[src/rtl/grf_wb_sink.sv]
// grf_wb_sink: writeback sink holding the 32x32 register file, D-stage read ports and a commit-log FIFO.
// Define WB_BYPASS_EN to forward the W-stage write data straight to the read ports in the same cycle.
module grf_wb_sink #(
    parameter int          LOG_DEPTH = 4,
    parameter logic [31:0] PC_RESET  = 32'h00003000
) (
    input  logic                         clk,
    input  logic                         reset,
    input  logic                         we,
    input  logic [4:0]                   wa,
    input  logic [31:0]                  wd,
    input  logic [31:0]                  wpc,
    input  logic [4:0]                   ra1,
    input  logic [4:0]                   ra2,
    output logic [31:0]                  rd1,
    output logic [31:0]                  rd2,
    output logic                         log_valid,
    input  logic                         log_ready,
    output logic [31:0]                  log_pc,
    output logic [4:0]                   log_addr,
    output logic [31:0]                  log_data,
    output logic [$clog2(LOG_DEPTH):0]   log_count,
    output logic                         log_overflow,
    output logic [31:0]                  commit_cnt
);
    localparam int          AW     = $clog2(LOG_DEPTH);
    localparam logic [AW:0] L_FULL = (AW + 1)'(LOG_DEPTH);

    logic [31:0]   r_regs [32];
    logic [68:0]   r_fifo [LOG_DEPTH];
    logic [AW-1:0] r_wr_ptr;
    logic [AW-1:0] r_rd_ptr;
    logic [AW:0]   r_count;
    logic          r_overflow;
    logic [31:0]   r_commit_cnt;
    logic          w_commit;
    logic          w_pop;
    logic          w_full;
    logic          w_push;

    always_comb begin
        w_commit = we && (wa != 5'd0);
        w_pop    = (r_count != '0) && log_ready;
        w_full   = (r_count == L_FULL);
        w_push   = w_commit && (!w_full || w_pop);
    end

    always_comb begin
        rd1 = (ra1 == 5'd0) ? 32'd0 : r_regs[ra1];
        rd2 = (ra2 == 5'd0) ? 32'd0 : r_regs[ra2];
`ifdef WB_BYPASS_EN
        rd1 = (w_commit && wa == ra1) ? wd : rd1;
        rd2 = (w_commit && wa == ra2) ? wd : rd2;
`endif
    end

    always_ff @(posedge clk) begin
        if (reset) begin
            for (int i = 0; i < 32; i++) r_regs[i] <= '0;
            r_commit_cnt <= '0;
        end else if (w_commit) begin
            r_regs[wa]   <= wd;
            r_commit_cnt <= r_commit_cnt + 1'b1;
        end
    end

    // Log storage needs no reset: entries are only observable while counted.
    always_ff @(posedge clk) begin
        if (w_push) r_fifo[r_wr_ptr] <= {wpc, wa, wd};
    end

    always_ff @(posedge clk) begin
        if (reset) begin
            r_wr_ptr   <= '0;
            r_rd_ptr   <= '0;
            r_count    <= '0;
            r_overflow <= 1'b0;
        end else begin
            r_wr_ptr   <= w_push ? r_wr_ptr + 1'b1 : r_wr_ptr;
            r_rd_ptr   <= w_pop ? r_rd_ptr + 1'b1 : r_rd_ptr;
            r_count    <= (w_push && !w_pop) ? r_count + 1'b1 :
                          (!w_push && w_pop) ? r_count - 1'b1 : r_count;
            r_overflow <= r_overflow || (w_commit && !w_push);
        end
    end

    assign {log_pc, log_addr, log_data} = r_fifo[r_rd_ptr];
    assign log_valid    = (r_count != '0);
    assign log_count    = r_count;
    assign log_overflow = r_overflow;
    assign commit_cnt   = r_commit_cnt;
endmodule
[config.mk]
export PLATFORM = sky130hd
export DESIGN_NAME = grf_wb_sink
export DESIGN_NICKNAME = d
export VERILOG_FILES = /design/src/rtl/grf_wb_sink.sv
export SDC_FILE = /design/constraint.sdc
export NUM_CORES = 2
export LEC_CHECK = 0
export ABC_AREA = 1
export CORE_MARGIN = 10
export CORE_UTILIZATION = 45
export DETAILED_ROUTE_END_ITERATION = 10
export PLACE_DENSITY = 0.62
export SLEW_MARGIN = 20
export SYNTH_ARGS = -nofsm -noshare
export SYNTH_HDL_FRONTEND = slang
export SYNTH_SLANG_ARGS = --single-unit
[constraint.sdc]
create_clock -name clk -period 8.2 [get_ports clk]
set_clock_uncertainty 0.05 [all_clocks]
set_input_delay 1.64 -clock clk [delete_from_list [all_inputs] [get_ports clk]]
set_output_delay 1.64 -clock clk [all_outputs]
set_load 0.02 [all_outputs]
# After elaboration in Yosys (flattened, before gate mapping)
# Memory sizes are Yosys's and may differ from the RTL's. A register that Yosys moved wholly into a read port is not among the register bits.
# Cells that the tools add are included.
# classes
addsub	5
eq_ne	1
muxes	16
n_reduce_logical	17
# op_table
op	count
$mux W32	3
$add A32 B1 Y32 const B	1
$reduce_or A32 Y1	1
$logic_not A5 Y1	2
$mux W1	8
$logic_and A1 B1 Y1	6
$mux W3	2
$mux W5	1
$reduce_bool A5 Y1	1
$add A2 B1 Y2 const B	2
$mux W2	2
$add A3 B1 Y3 const B	1
$eq A3 B3 Y1 const B	1
$logic_not A1 Y1	3
$reduce_bool A3 Y1	1
$sub A3 B1 Y3 const B	1
$logic_or A1 B1 Y1	2
$reduce_bool A2 Y1	1
# word_totals
register_bits	40
ram_bits	1300
input_bits	83
out_inout_bits	170
wordCells	46
memories	2
# mem_list
memory	words	word_bits	read_ports	rd_clocked_by_memory_dff	write_ports	line	source
r_regs	32	32	2	0	32	29	logic [31:0] r_regs [32];
r_fifo	4	69	1	1	1	30	logic [68:0] r_fifo [LOG_DEPTH];

# Logic depth before layout (Yosys ltp)
# depth
depth_word	8
mapped_depth	14
ltp_nobuf	14

# Worst setup path before layout
# Ideal clock, no wire load.
# synth_timing
path_type	input-to-reg
from	in wa[2]
to	mem r_fifo[0][0] (enable)
setup_time_ps	497
arrival_time_ps	5023
required_time_ps	7653
path_slack_ps	2630
cell_stages	6
path_buffers	0
cell_sequence	inv_2 -> nand3_2 -> nand2_4 -> inv_1 -> nand2_1 -> nor2_1
# synth_via
elab_chain_cells	5
# synth_lines
item	line	source
from (decl)	10	input logic [4:0] wa,
$reduce_bool A5 Y1	42	w_commit = we && (wa != 5'd0);
$logic_and A1 B1 Y1	42	
$logic_and A1 B1 Y1	45	w_push = w_commit && (!w_full || w_pop);
$mux W1	69	if (w_push) r_fifo[r_wr_ptr] <= {wpc, wa, wd};
$mux W1 (not written as such)	69	
to (decl)	30	
# Every way passes these cells.

# Worst setup path in the final report
# layout_timing
from	in ra1[1]
to	out rd1[6]
# layout_via
elab_chain_cells	2
elab_cells_between_ends	3
classes_between	mux: 1; reduce/logical: 1; memory: 1
# layout_lines
item	line	source
from (decl)	13	input logic [4:0] ra1,
$mem_v2 Z32 W32 / $logic_not A5 Y1 (equally long branches)	--	
$mux W32 (*)	49	rd1 = (ra1 == 5'd0) ? 32'd0 : r_regs[ra1];
to (decl)	15	output logic [31:0] rd1,
# Mark *: on every way between the ends. The rest lies on a longest branch, timed or not.

==> impl_metrics.ini <==
[worst_setup_path]
crit_fanout = 132
cp-start-kind = input pin
worstPathRequired_ps = 6510
crit_type = in2out
cpMaxStageDelayCell = inv_8
cp_num_buf_inv = 4
worstPathArrival_ps = 5000
endpoint_kind = output pin
reg2reg_from = log_count[0]
cp-startpoint = ra1[1]
cp_top_family = buffers and inverters
critical_path.max_stage_delay_ps = 830
crit_chain = buf_8, inv_8, buf_4, o211ai_1, nand3_1, nand2_1, nand2_1, nor2_1, nor2_1, clkdlybuf4s50_1

[die]
dieWidth_um = 411
initial_core_util = 0.453
placementRows = 143
io_pins = 253
dieArea_mm2 = 0.169
die_h_um = 411
core_area_mm2 = 0.152

[global_route]
overflow = 0
grt_max_degree = 133
grt_pass1_wl_um = 374000
grtUsageTotal = 0.290
grt_pass1_vias = 58334
antenna_found_initial = 8

[place]
placed_area_mm2 = 0.0727
place_congestion = 0.871
dp_slack_ps = 1690
port_buffers = 252
hpwlAfterDp_um = 141000

[timing]
rsz0062_at_grt = no
setup_ws_ps = 1510
worst_slew_pin_slew_ps = 1140
fmax_mhz = 149
holdWs_ps = 396
tns_ps = 0
min_period_over_period = 0.816
period_minus_slack_ps = 6690
finalSetupViolCount = 0
slew_headroom = 0.235
slew_violations = 0
hold_viol_final = 0

[power]
p_total_w = 0.0177
power.share.clock = 0.365
power.density_mw_per_mm2 = 228
p_comb_frac = 0.172
switchingPower_w = 0.00520
power.internal_w = 0.0125
seqPwrFrac = 0.463
peakVddDrop_v = 0.000264
leakagePower_nw = 30.7
p_sw_frac = 0.295

[detailed_routing]
wirelength_um = 254000
routedWlPerCell_um = 24.8
antenna_left = 0
vias = 61216
dr.pass1.iters = 8
first_iter_violations = 8891
drc = 0
vias_per_cell = 5.96

[logic_synthesis]
synth_edf_count = 1300
synth_compound_area_frac = 0.0344
syn-instance-count = 8212
synth_fa_ha_area_frac = 0.00138
synthArstFlopShare = 0
ys_types = 33
synth_top_area_frac = 0.567
netlist_top_cells_area = edfxtp_1, nand2_1, nand3_1
synthSimpleGateAreaFrac = 0.334
syn_area_per_cell_um2 = 8.39
synth.most_common_cell = nand2_1
yosys-mux-area-fraction = 0
synth_seq_cells = 1342
yosysWarningCount = 0
yosys-top-cells-count = nand2_1, nor2_1, nand3_1
seq_area_frac_synth = 0.579
synth-xor-area-share = 0.000381
synth_top_cell_by_area = edfxtp_1
synth_top_family_by_area = simple AND/OR/NAND/NOR gates
syn_area_mm2 = 0.0689
synth_ff_type = edfxtp_1

[outcome]
status = finished clean

[cts]
cts_root_buffer = clkbuf_16
cts_resized = 0
cts_inserted_buffers = 148
cts_tree = yes
clk_pin_slew_ps = 60
htreeDepth = 4
hold_buffers = 0
post_cts_buffers = 0
clk_latency_ps = 780
cts_buffer_depth = 3
clock_sinks = 1342

[layout]
nets = 8208
stdcell_area_mm2 = 0.0774
area_delta_synth_final_pct = 12.3
drive_gt1_frac = 0.0568

[min_path]
hp-class = reg2reg
hold_start = r_rd_ptr[1]

[flow_run]
drv_cap = 0
[worst paths after layout]
path | to | slack (ps) | depth (start not counted)
hold reg to reg | flop | 400 | 2
setup reg to reg | r_fifo[2][14] | 5300 | 7
setup / recovery | rd1[6] | 1510 | 10
hold / removal | flop | 400 | 2
[final cells by class]
| type | instances | area (um^2) |
|---|---|---|
| Fill cell | 14003 | 74700 |
| Antenna cell | 3 | 7.51 |
| Clock inverter | 76 | 747 |
| Multi-Input combinational cell | 6084 | 25800 |
| Clock buffer | 190 | 3870 |
| Tap cell | 2030 | 2540 |
| Sequential cell | 1342 | 39900 |
| Inverter | 131 | 537 |
| Timing Repair Buffer | 411 | 4020 |
[power groups by stage]
stage / combinational (W) / clock (W) / sequential, W
finish: 0.00304 / 0.00645 / 0.00818
global route: 0.00327 / 0.00678 / 0.00822
CTS: 0.00302 / 0.00651 / 0.00817
detailed placement: 0.00300 / 0 / 0.00831
global placement: 0.00298 / 0 / 0.00829
floorplan: 0.00172 / 0 / 0.00827
[tightest hold or removal path: cells and delay by family (launching register included)]
family / cells / cell delay, ps
DFF: 1 / 290
AOI/OAI and AO/OA: 1 / 70
buffers and inverters: 1 / 50
[state kept, by name (all words and copies together) (netlist names), named ones only]
| register | count |
|---|---|
| r_wr_ptr | 2 |
| commit_cnt | 32 |
| log_overflow | 1 |
| r_rd_ptr | 2 |
| r_fifo | 276 |
| r_regs | 1024 |
| log_count | 3 |
[placed cells by master (no fill, tap or decap), types with 103 or more instances in the layout]
cell type	synthesis	layout
buf_4	4	137
nor2_1	1507	1503
inv_1	121	103
a21oi_1	106	106
o21ai_0	248	248
edfxtp_1	1300	1300
nand3_1	1457	1452
clkdlybuf4s50_1	0	241
nand2_1	2587	2551
clkbuf_16	0	148
[routing by layer]
layer,track usage,up-vias,part of all wire
met1,0.388,28950,0.38
li1,-,27154,-
met2,0.447,4301,0.44
met4,0.133,10,0.049
met5,0,-,0.00024
met3,0.0676,801,0.13
[per-stage QoR]
stage	util	instances
4_1_cts	0.509	10264
2_1_floorplan	-	8243
5_1_grt	0.509	10266
6_report	0.509	10267
3_3_place_gp	0.478	9998
3_5_place_dp	0.478	9998
[kinds of logic (layout without fill, tap and decap cells)]
logic type                 count (synthesis)  count (layout)
and+or+nand+nor                         5597            5597
DFF                                     1342            1342
buffers and inverters                    817             808
AOI/OAI and AO/OA                        445             445
adders and majority gates                  7               7
xor gates and xnor gates                   3               3
other                                      1              35
Note: power is estimated with default switching activity, not from simulation.
